$ cat src/rtl/da_pulse_if.sv
// Bundle of the sequencer's control inputs and D/A-side outputs.
//   master: the command source (drives enable/zero/cmd_p/cmd_m, observes status)
//   slave : the sequencer (drives ApPGH/AmPGH/err_count/pending/busy/sat)
interface da_pulse_if #(
    parameter int WIDTH = 10
);
    logic                    enable;
    logic                    zero;
    logic                    cmd_p;
    logic                    cmd_m;
    logic                    ApPGH;
    logic                    AmPGH;
    logic signed [WIDTH-1:0] err_count;
    logic signed [WIDTH-1:0] pending;
    logic                    busy;
    logic                    sat;

    modport master (
        output enable, zero, cmd_p, cmd_m,
        input  ApPGH, AmPGH, err_count, pending, busy, sat
    );

    modport slave (
        input  enable, zero, cmd_p, cmd_m,
        output ApPGH, AmPGH, err_count, pending, busy, sat
    );
endinterface

$ cat src/rtl/da_pulse_sequencer.sv
// Upstream driver of the D/A converter stage. Accumulates single-cycle +/- count
// commands and replays them as paced, fixed-width ApPGH / AmPGH pulses, one per
// pacing tick, while tracking the signed error count the D/A output represents.
//   clk  : system clock
//   rst  : synchronous, active-high reset
//   bus  : da_pulse_if.slave (enable, zero, cmd_p, cmd_m in;
//          ApPGH, AmPGH, err_count, pending, busy, sat out)
//
// state | meaning
// IDLE  | no pulse active; a tick may launch one if enable and pending != 0
// PLUS  | ApPGH held high for PULSE_LEN cycles
// MINUS | AmPGH held high for PULSE_LEN cycles
module da_pulse_sequencer #(
    parameter int WIDTH     = 10,
    parameter int LIMIT     = 384,
    parameter int DIVIDER   = 16,
    parameter int PULSE_LEN = 4
) (
    input logic        clk,
    input logic        rst,
    da_pulse_if.slave  bus
);
    localparam int TW = (DIVIDER > 1) ? $clog2(DIVIDER) : 1;
    localparam int PW = $clog2(PULSE_LEN + 1);
    localparam int SW = WIDTH + 2;

    localparam logic [TW-1:0]         TICK_LAST = TW'(DIVIDER - 1);
    localparam logic [PW-1:0]         PULSE_RELOAD = PW'(PULSE_LEN - 1);
    localparam logic signed [WIDTH-1:0] ONE   = WIDTH'(1);
    localparam logic signed [WIDTH-1:0] E_MAX = WIDTH'(LIMIT);
    localparam logic signed [WIDTH-1:0] E_MIN = WIDTH'(-LIMIT);
    localparam logic signed [SW-1:0]  SUM_MAX = SW'((2 ** (WIDTH - 1)) - 1);
    localparam logic signed [SW-1:0]  SUM_MIN = SW'(-((2 ** (WIDTH - 1)) - 1));
    localparam logic signed [SW-1:0]  S_ONE   = SW'(1);
    localparam logic signed [SW-1:0]  S_MONE  = SW'(-1);

    typedef enum logic [1:0] {
        IDLE  = 2'd0,
        PLUS  = 2'd1,
        MINUS = 2'd2
    } state_t;

    state_t                  state_q, state_d;
    logic [TW-1:0]           tick_q;
    logic [PW-1:0]           pcnt_q, pcnt_d;
    logic signed [WIDTH-1:0] err_q, err_d;
    logic signed [WIDTH-1:0] pend_q, pend_d;
    logic                    sat_q, sat_d;
    logic                    tick;
    logic                    pend_pos, pend_neg;
    logic signed [SW-1:0]    cmd_delta, issue_delta, pend_sum;

    assign tick     = (tick_q == TICK_LAST);
    assign pend_pos = ~pend_q[WIDTH-1] & (pend_q != '0);
    assign pend_neg = pend_q[WIDTH-1];

    always_comb begin
        state_d     = state_q;
        pcnt_d      = pcnt_q;
        err_d       = err_q;
        sat_d       = sat_q;
        cmd_delta   = '0;
        issue_delta = '0;
        pend_d      = pend_q;

        if (bus.cmd_p && !bus.cmd_m) begin
            cmd_delta = S_ONE;
        end else if (bus.cmd_m && !bus.cmd_p) begin
            cmd_delta = S_MONE;
        end

        case (state_q)
            IDLE: begin
                if (tick && bus.enable) begin
                    // A count at the limit is still consumed from pending, just not issued.
                    if (pend_pos) begin
                        issue_delta = S_MONE;
                        if (err_q == E_MAX) begin
                            sat_d = 1'b1;
                        end else begin
                            state_d = PLUS;
                            pcnt_d  = PULSE_RELOAD;
                            err_d   = err_q + ONE;
                        end
                    end else if (pend_neg) begin
                        issue_delta = S_ONE;
                        if (err_q == E_MIN) begin
                            sat_d = 1'b1;
                        end else begin
                            state_d = MINUS;
                            pcnt_d  = PULSE_RELOAD;
                            err_d   = err_q - ONE;
                        end
                    end
                end
            end
            PLUS, MINUS: begin
                if (pcnt_q == '0) begin
                    state_d = IDLE;
                end else begin
                    pcnt_d = pcnt_q - PW'(1);
                end
            end
            default: state_d = IDLE;
        endcase

        pend_sum = {{2{pend_q[WIDTH-1]}}, pend_q} + cmd_delta + issue_delta;
        if (pend_sum > SUM_MAX) begin
            pend_d = SUM_MAX[WIDTH-1:0];
        end else if (pend_sum < SUM_MIN) begin
            pend_d = SUM_MIN[WIDTH-1:0];
        end else begin
            pend_d = pend_sum[WIDTH-1:0];
        end

        if (bus.zero) begin
            state_d = IDLE;
            pcnt_d  = '0;
            err_d   = '0;
            pend_d  = '0;
            sat_d   = 1'b0;
        end
    end

    always_ff @(posedge clk) begin
        if (rst) begin
            state_q <= IDLE;
            tick_q  <= '0;
            pcnt_q  <= '0;
            err_q   <= '0;
            pend_q  <= '0;
            sat_q   <= 1'b0;
        end else begin
            state_q <= state_d;
            tick_q  <= tick ? '0 : tick_q + TW'(1);
            pcnt_q  <= pcnt_d;
            err_q   <= err_d;
            pend_q  <= pend_d;
            sat_q   <= sat_d;
        end
    end

    assign bus.ApPGH     = (state_q == PLUS);
    assign bus.AmPGH     = (state_q == MINUS);
    assign bus.err_count = err_q;
    assign bus.pending   = pend_q;
    assign bus.busy      = (state_q != IDLE) || (pend_q != '0);
    assign bus.sat       = sat_q;
endmodule

$ cat src/flat_wrapper.sv
// flat-port wrapper written by rule: the top's interface ports become plain ports
module da_pulse_sequencer_flat 
#(
    parameter int WIDTH     = 10,
    parameter int LIMIT     = 384,
    parameter int DIVIDER   = 16,
    parameter int PULSE_LEN = 4
)
  (clk, rst, bus_enable, bus_zero, bus_cmd_p, bus_cmd_m, bus_ApPGH, bus_AmPGH, bus_err_count, bus_pending, bus_busy, bus_sat);
  da_pulse_if #(.WIDTH(WIDTH)) bus_i ();
  input logic clk;
  input logic rst;
  input wire logic [$bits(bus_i.enable)-1:0] bus_enable;
  input wire logic [$bits(bus_i.zero)-1:0] bus_zero;
  input wire logic [$bits(bus_i.cmd_p)-1:0] bus_cmd_p;
  input wire logic [$bits(bus_i.cmd_m)-1:0] bus_cmd_m;
  output wire logic [$bits(bus_i.ApPGH)-1:0] bus_ApPGH;
  output wire logic [$bits(bus_i.AmPGH)-1:0] bus_AmPGH;
  output wire logic [$bits(bus_i.err_count)-1:0] bus_err_count;
  output wire logic [$bits(bus_i.pending)-1:0] bus_pending;
  output wire logic [$bits(bus_i.busy)-1:0] bus_busy;
  output wire logic [$bits(bus_i.sat)-1:0] bus_sat;
  assign bus_i.enable = bus_enable;
  assign bus_i.zero = bus_zero;
  assign bus_i.cmd_p = bus_cmd_p;
  assign bus_i.cmd_m = bus_cmd_m;
  assign bus_ApPGH = bus_i.ApPGH;
  assign bus_AmPGH = bus_i.AmPGH;
  assign bus_err_count = bus_i.err_count;
  assign bus_pending = bus_i.pending;
  assign bus_busy = bus_i.busy;
  assign bus_sat = bus_i.sat;
  da_pulse_sequencer #(.WIDTH(WIDTH), .LIMIT(LIMIT), .DIVIDER(DIVIDER), .PULSE_LEN(PULSE_LEN)) u_core (.clk(clk), .rst(rst), .bus(bus_i));
endmodule
$ cat config.mk
export PLATFORM = sky130hd
export DESIGN_NAME = da_pulse_sequencer_flat
export DESIGN_NICKNAME = d
export VERILOG_FILES = /design/src/rtl/da_pulse_if.sv /design/src/rtl/da_pulse_sequencer.sv /design/src/flat_wrapper.sv
export SDC_FILE = /design/constraint.sdc
export NUM_CORES = 1
export LEC_CHECK = 0
export ABC_CLOCK_PERIOD_IN_PS = 6200
export CAP_MARGIN = 20
export CORE_MARGIN = 5
export CORE_UTILIZATION = 66
export CTS_BUF_LIST = sky130_fd_sc_hd__clkbuf_8
export CTS_CLUSTER_DIAMETER = 100
export CTS_CLUSTER_SIZE = 12
export DETAILED_ROUTE_END_ITERATION = 8
export DONT_BUFFER_PORTS = 1
export PLACE_DENSITY = 0.78
export SLEW_MARGIN = 20
export SYNTH_ARGS = -nofsm -noshare
export SYNTH_HDL_FRONTEND = slang
export SYNTH_SLANG_ARGS = --single-unit
$ cat constraint.sdc
create_clock -name clk -period 6.2 [get_ports clk]
set_clock_uncertainty 0.1 [all_clocks]
set_input_delay 0.62 -clock clk [delete_from_list [all_inputs] [get_ports clk]]
set_output_delay 0.62 -clock clk [all_outputs]
set_load 0.1 [all_outputs]
==> results of run 1 <==
[through the flow]
stage / cell area (µm²) / util [%] / setup WS [ns]
after detailed placement: 2540 / 70.3 / 0.841
after CTS: 2630 / 72.9 / 0.813
after global routing: 2640 / 73.2 / 0.391
after global placement: 2540 / 70.3 / 0.994
final: 2640 / 73.2 / 0.904
after floorplan: 2430 / - / 0.941
[final cells by class]
cell class	count	area (µm²)	share of cell area, %
clock buffers	6	82.6	3.13
flip-flops and latches	30	601	22.8
inverters	28	105	3.98
multi-input cells	228	1710	64.7
well taps	48	60.1	2.28
repair buffers	10	75.1	2.84
clock inverters	2	8.76	0.332
[layer usage]
layer	track usage, %	share of wire, %	vias to the layer above
met5	0	0	-
met4	6.89	1.5	0
met3	5.97	7.5	9
met2	39.0	49	76
met1	29.5	42	1012
li1	-	-	1069
[sequential cells by signal, indices dropped and copies added (netlist names)]
register,count
u_core.bus.pending,10
u_core.pcnt_q,3
u_core.state_q,2
u_core.tick_q,4
u_core.bus.err_count,10
u_core.bus.sat,1
[final timing paths]
| check | slack [ns] | start | to |
|---|---|---|---|
| setup / recovery | 0.90 | u_core.bus.pending[3] | u_core.bus.pending[0] |
| hold / removal | 0.30 | rst | u_core.tick_q[3] |
| setup reg to reg | 0.90 | u_core.bus.pending[3] | u_core.bus.pending[0] |
| hold reg to reg | 0.37 | u_core.pcnt_q[1] | u_core.pcnt_q[1] |
[cells by family (layout without fill, tap and decap cells)]
| group | Yosys count | after routing | share of synthesized area (%) |
|---|---|---|---|
| multiplexers | 5 | 5 | 2.06 |
| XOR/XNOR | 13 | 13 | 4.68 |
| AO/OA/AOI/OAI | 72 | 72 | 18.9 |
| adder cells (fa/ha/maj) | 38 | 38 | 23.2 |
| flip-flops | 30 | 30 | 24.7 |
| AND/OR/NAND/NOR | 100 | 100 | 20.8 |
| buffers and inverters | 36 | 46 | 5.66 |
[placed cells by master, fill, tap and decap left out, types with 5 or more instances in the layout]
cell	instances
ha_1	26
inv_1	29
buf_4	10
nor2_1	30
fa_1	12
o21ai_0	18
nand4_1	5
a211oi_1	6
nand3_1	7
nand2_1	20
xnor2_1	9
nor3_1	12
a21oi_1	21
dfxtp_1	30
clkbuf_8	6
[power by group through the flow]
stage	sequential, µW	clock (µW)	combinational [µW]
after floorplan	268	0	145
after global placement	211	0	244
after detailed placement	211	0	248
after CTS	206	163	250
after global routing	208	175	275
final	206	161	253
[critical path, stage by stage (launching register included)]
cell and delay [ns]:
dfxtp_1 0.31, buf_4 0.30, or4_1 0.19, nor3_1 0.05
a21oi_1 0.37, inv_1 0.27, nor2_1 0.65, inv_1 0.32
fa_1 0.59, inv_1 0.05, ha_1 0.36, o21ai_0 0.14
o21ai_0 0.21, nand2_1 0.09, xnor2_1 0.71, nor4bb_1 0.36
a211oi_1 0.10
==> metrics.csv, run 1 <==
metric;value;unit
CTS Buf Count;5;
Int Pwr;364;µW
Combinational Power Share;40.7;%
IO Pins;30;
Yosys top cell area share;24.7;%
initial antenna violation count;0;
Area growth syn-to-layout;8.43;%
initial core utilization;67.5;%
clk_lat worst skew;0.28;ns
Post-synth EDFFs;0;
largest net degree at the start of global routing;21;
root buffer cell;clkbuf_8;
Via Count;2166;
Setup crit end kind;flip-flop;
Startpoint Class;flip-flop;
PortBufs;0;
Max Slew Vio Count;0;
Top FF cell, synth;dfxtp_1;
Post-route DRC;0;
outcome;finished, final reports clean;
CTS sink count;30;
total grt overflow;0;
sequential power share;33.3;%
Layout Cells excl Fill;352;
Clock Power Share;26.0;%
CTS tree;yes;
Psw;257;µW
Post-DP HPWL;4400;µm
die area;0.00500;mm²
share of cells above drive strength 1;8.55;%
Yosys top cell by area;dfxtp_1;
Min-Delay Path Depth;1;
total chip power;621;µW
Fill cells;276;
Cell Area, Synth;0.00243;mm²
CP Data Arrival Time;5.34;ns
syn_nets;338;
r2r worst-path depth;16;
Die Wd;70.7;µm
Via-to-Cell Ratio;6.15;
row count;22;
Seq/Total Area, Yosys;24.7;%
Netlist cell types;44;
overall routing resource usage;23.3;%
fmax;189;MHz
Placed Cells;344;
first-pass GRT wire length;9420;µm
Yosys Warn Count;0;
Area contributors post-synth;dfxtp_1 (25%), ha_1 (13%), fa_1 (9.9%);
final hold violation count;0;
H-Tree Depth;2;
wire length per cell;15.7;µm
post-CTS setup buffers;0;
Slew @ Worst Pin;1.11;ns
Critical Path Fanout Max;12;
core area;0.00361;mm²
Hold WS;0.305;ns
Detail Route Antenna Nets;0;
Pwr Density;235;mW/mm²
vias in the first global route;2029;
GP Congestion;0.909;
final wirelength;5520;µm
RSZ-0062 raised after global routing;no;
switch share;41.4;%
Final nets;347;
Post-synth ARST share;0;%
synth cell count leaders;dfxtp_1 (30), nor2_1 (30), inv_1 (28), ha_1 (26), a21oi_1 (21);
maximum capacitance violations;0;
Crit path required time;6.25;ns
clk buf depth;2;
average cell area after synthesis;8.28;µm²
Setup Viol. Count Final;0;
post-CTS sizing;0;
CTS Hold Bufs;0;
Crit Path Category;reg2reg;
Static Leak;0.00115;µW
Clk pin slew, worst setup/hold paths;0.06;ns
Die Y-Extent;70.7;µm
Gate Count Post-Synth;294;
fin crit share;85.4;%
Min-Delay Path Class;in2reg;
Initial DRT Pass Iterations;4;
Yosys reg bits;30;
Final Critical Period;5.30;ns
Slew HR;25.7;%
Fin Setup TNS;0;ns
diode count;0;
Detailed Route Iter0 Violations;82;
Max IR drop VDD;160;µV
Note: power is estimated with default switching activity, not from simulation.
==> inputs of run 2 (changes only) <==
Settings changed: CTS_BUF_LIST sky130_fd_sc_hd__clkbuf_8 to sky130_fd_sc_hd__clkbuf_2.
==> metrics.csv, run 2 (synthesis gave the netlist of run 1 again) <==
metric;value;unit
post-CTS setup buffers;0;
Crit Path Category;reg2reg;
final hold violation count;0;
Final nets;347;
Area growth syn-to-layout;6.27;%
Critical Path Fanout Max;12;
largest net degree at the start of global routing;21;
Clk pin slew, worst setup/hold paths;0.15;ns
met1 usage;28.8;%
Detailed Route Iter0 Violations;90;
Setup Viol. Count Final;0;
Max IR drop VDD;108;µV
root buffer cell;clkbuf_2;
fmax;189;MHz
die area;0.00500;mm²
Via-to-Cell Ratio;6.10;
IO Pins;30;
Via Count;2147;
Setup WS post-layout;0.896;ns
final wirelength;5490;µm
H-Tree Depth;2;
diode count;0;
pre-CTS WS;0.841;ns
initial antenna violation count;0;
maximum capacitance violations;0;
GP Congestion;0.909;
Detail Route Antenna Nets;0;
Fin Setup TNS;0;ns
CTS Buf Count;5;
Crit path required time;6.36;ns
fin crit share;85.6;%
initial core utilization;67.5;%
Min-Delay Path Class;in2reg;
share of cells above drive strength 1;8.55;%
vias in the first global route;2032;
met2 Use GR;39.2;%
post-CTS sizing;0;
CTS sink count;30;
Final Critical Period;5.30;ns
Slew HR;25.6;%
most frequent cells in the layout;nor2_1 (30), dfxtp_1 (30), inv_1 (28);
Worst R2R Setup Slack;0.90;ns
Post-route DRC;0;
core area;0.00361;mm²
row count;22;
Die Wd;70.7;µm
overall routing resource usage;23.3;%
Post-DP HPWL;4400;µm
Initial DRT Pass Iterations;4;
Setup crit end kind;flip-flop;
total grt overflow;0;
Static Leak;0.00113;µW
RSZ-0062 raised after global routing;no;
clk_lat worst skew;0.37;ns
Max Slew Vio Count;0;
CP Data Arrival Time;5.46;ns
CTS Hold Bufs;0;
Pwr Density;215;mW/mm²
CTS tree;yes;
PortBufs;0;
Die Y-Extent;70.7;µm
Slew @ Worst Pin;1.11;ns
met3 Track Usage GR;6.68;%
clk buf depth;2;
Top Usage Layer GRT;met2;
first-pass GRT wire length;9410;µm
outcome;finished, final reports clean;
wire length per cell;15.6;µm
Startpoint Class;flip-flop;
==> run 2: cell count changes in the layout (fill, tap and decap cells not counted) <==
cell	change
inv_1	-1
clkbuf_2	+6
clkinv_1	+1
clkbuf_8	-6
==> run 2: worst paths after layout <==
path	start	endpoint	cells past startpoint
max	u_core.bus.pending[3]	u_core.bus.pending[0]	16
min reg2reg	u_core.pcnt_q[1]	u_core.pcnt_q[1]	2
max reg2reg	u_core.bus.pending[3]	u_core.bus.pending[0]	16
min	rst	u_core.tick_q[3]	1
==> run 2: layout make-up <==
type | count | area (µm²)
flip-flops and latches | 30 | 601
multi-input cells | 228 | 1710
repair buffers | 10 | 75.1
fillers | 291 | 1020
inverters | 28 | 105
clock buffers | 6 | 30.0
clock inverters | 2 | 8.76
well taps | 48 | 60.1
==> run 2: where the power goes <==
group / leakage [µW] / switching (µW) / total (µW) / internal (µW)
Combinational: 0.000857 / 178 / 252 / 74.2
Sequential: 0.000244 / 4.42 / 206 / 202
Clock: 0.0000304 / 70.1 / 97.8 / 27.7
==> run 2: per-stage QoR <==
step / hold slack, ns / utilization, % / power [µW] / cells / area (µm²)
final: 0.195 / 71.7 / 557 / 352 / 2590
after floorplan: 0.340 / - / 413 / 294 / 2430
after global placement: 0.357 / 70.3 / 455 / 344 / 2540
after global routing: 0.179 / 71.7 / 593 / 352 / 2590
after detailed placement: 0.362 / 70.3 / 459 / 344 / 2540
after CTS: 0.188 / 71.4 / 555 / 352 / 2570
==> run 2: per-layer routing <==
metal | vias to the layer above | share of wire, %
met4 | 0 | 1.9
met5 | - | 0
li1 | 1070 | -
met2 | 69 | 49
met1 | 998 | 42
met3 | 10 | 7.0
==> run 2: worst max-delay path: stages, from the launching register on <==
cell,delay [ns]
dfxtp_1,0.34
buf_4,0.30
or4_1,0.19
nor3_1,0.05
a21oi_1,0.37
inv_1,0.27
nor2_1,0.64
inv_1,0.32
fa_1,0.58
inv_1,0.05
ha_1,0.36
o21ai_0,0.14
o21ai_0,0.21
nand2_1,0.09
xnor2_1,0.71
nor4bb_1,0.36
a211oi_1,0.10
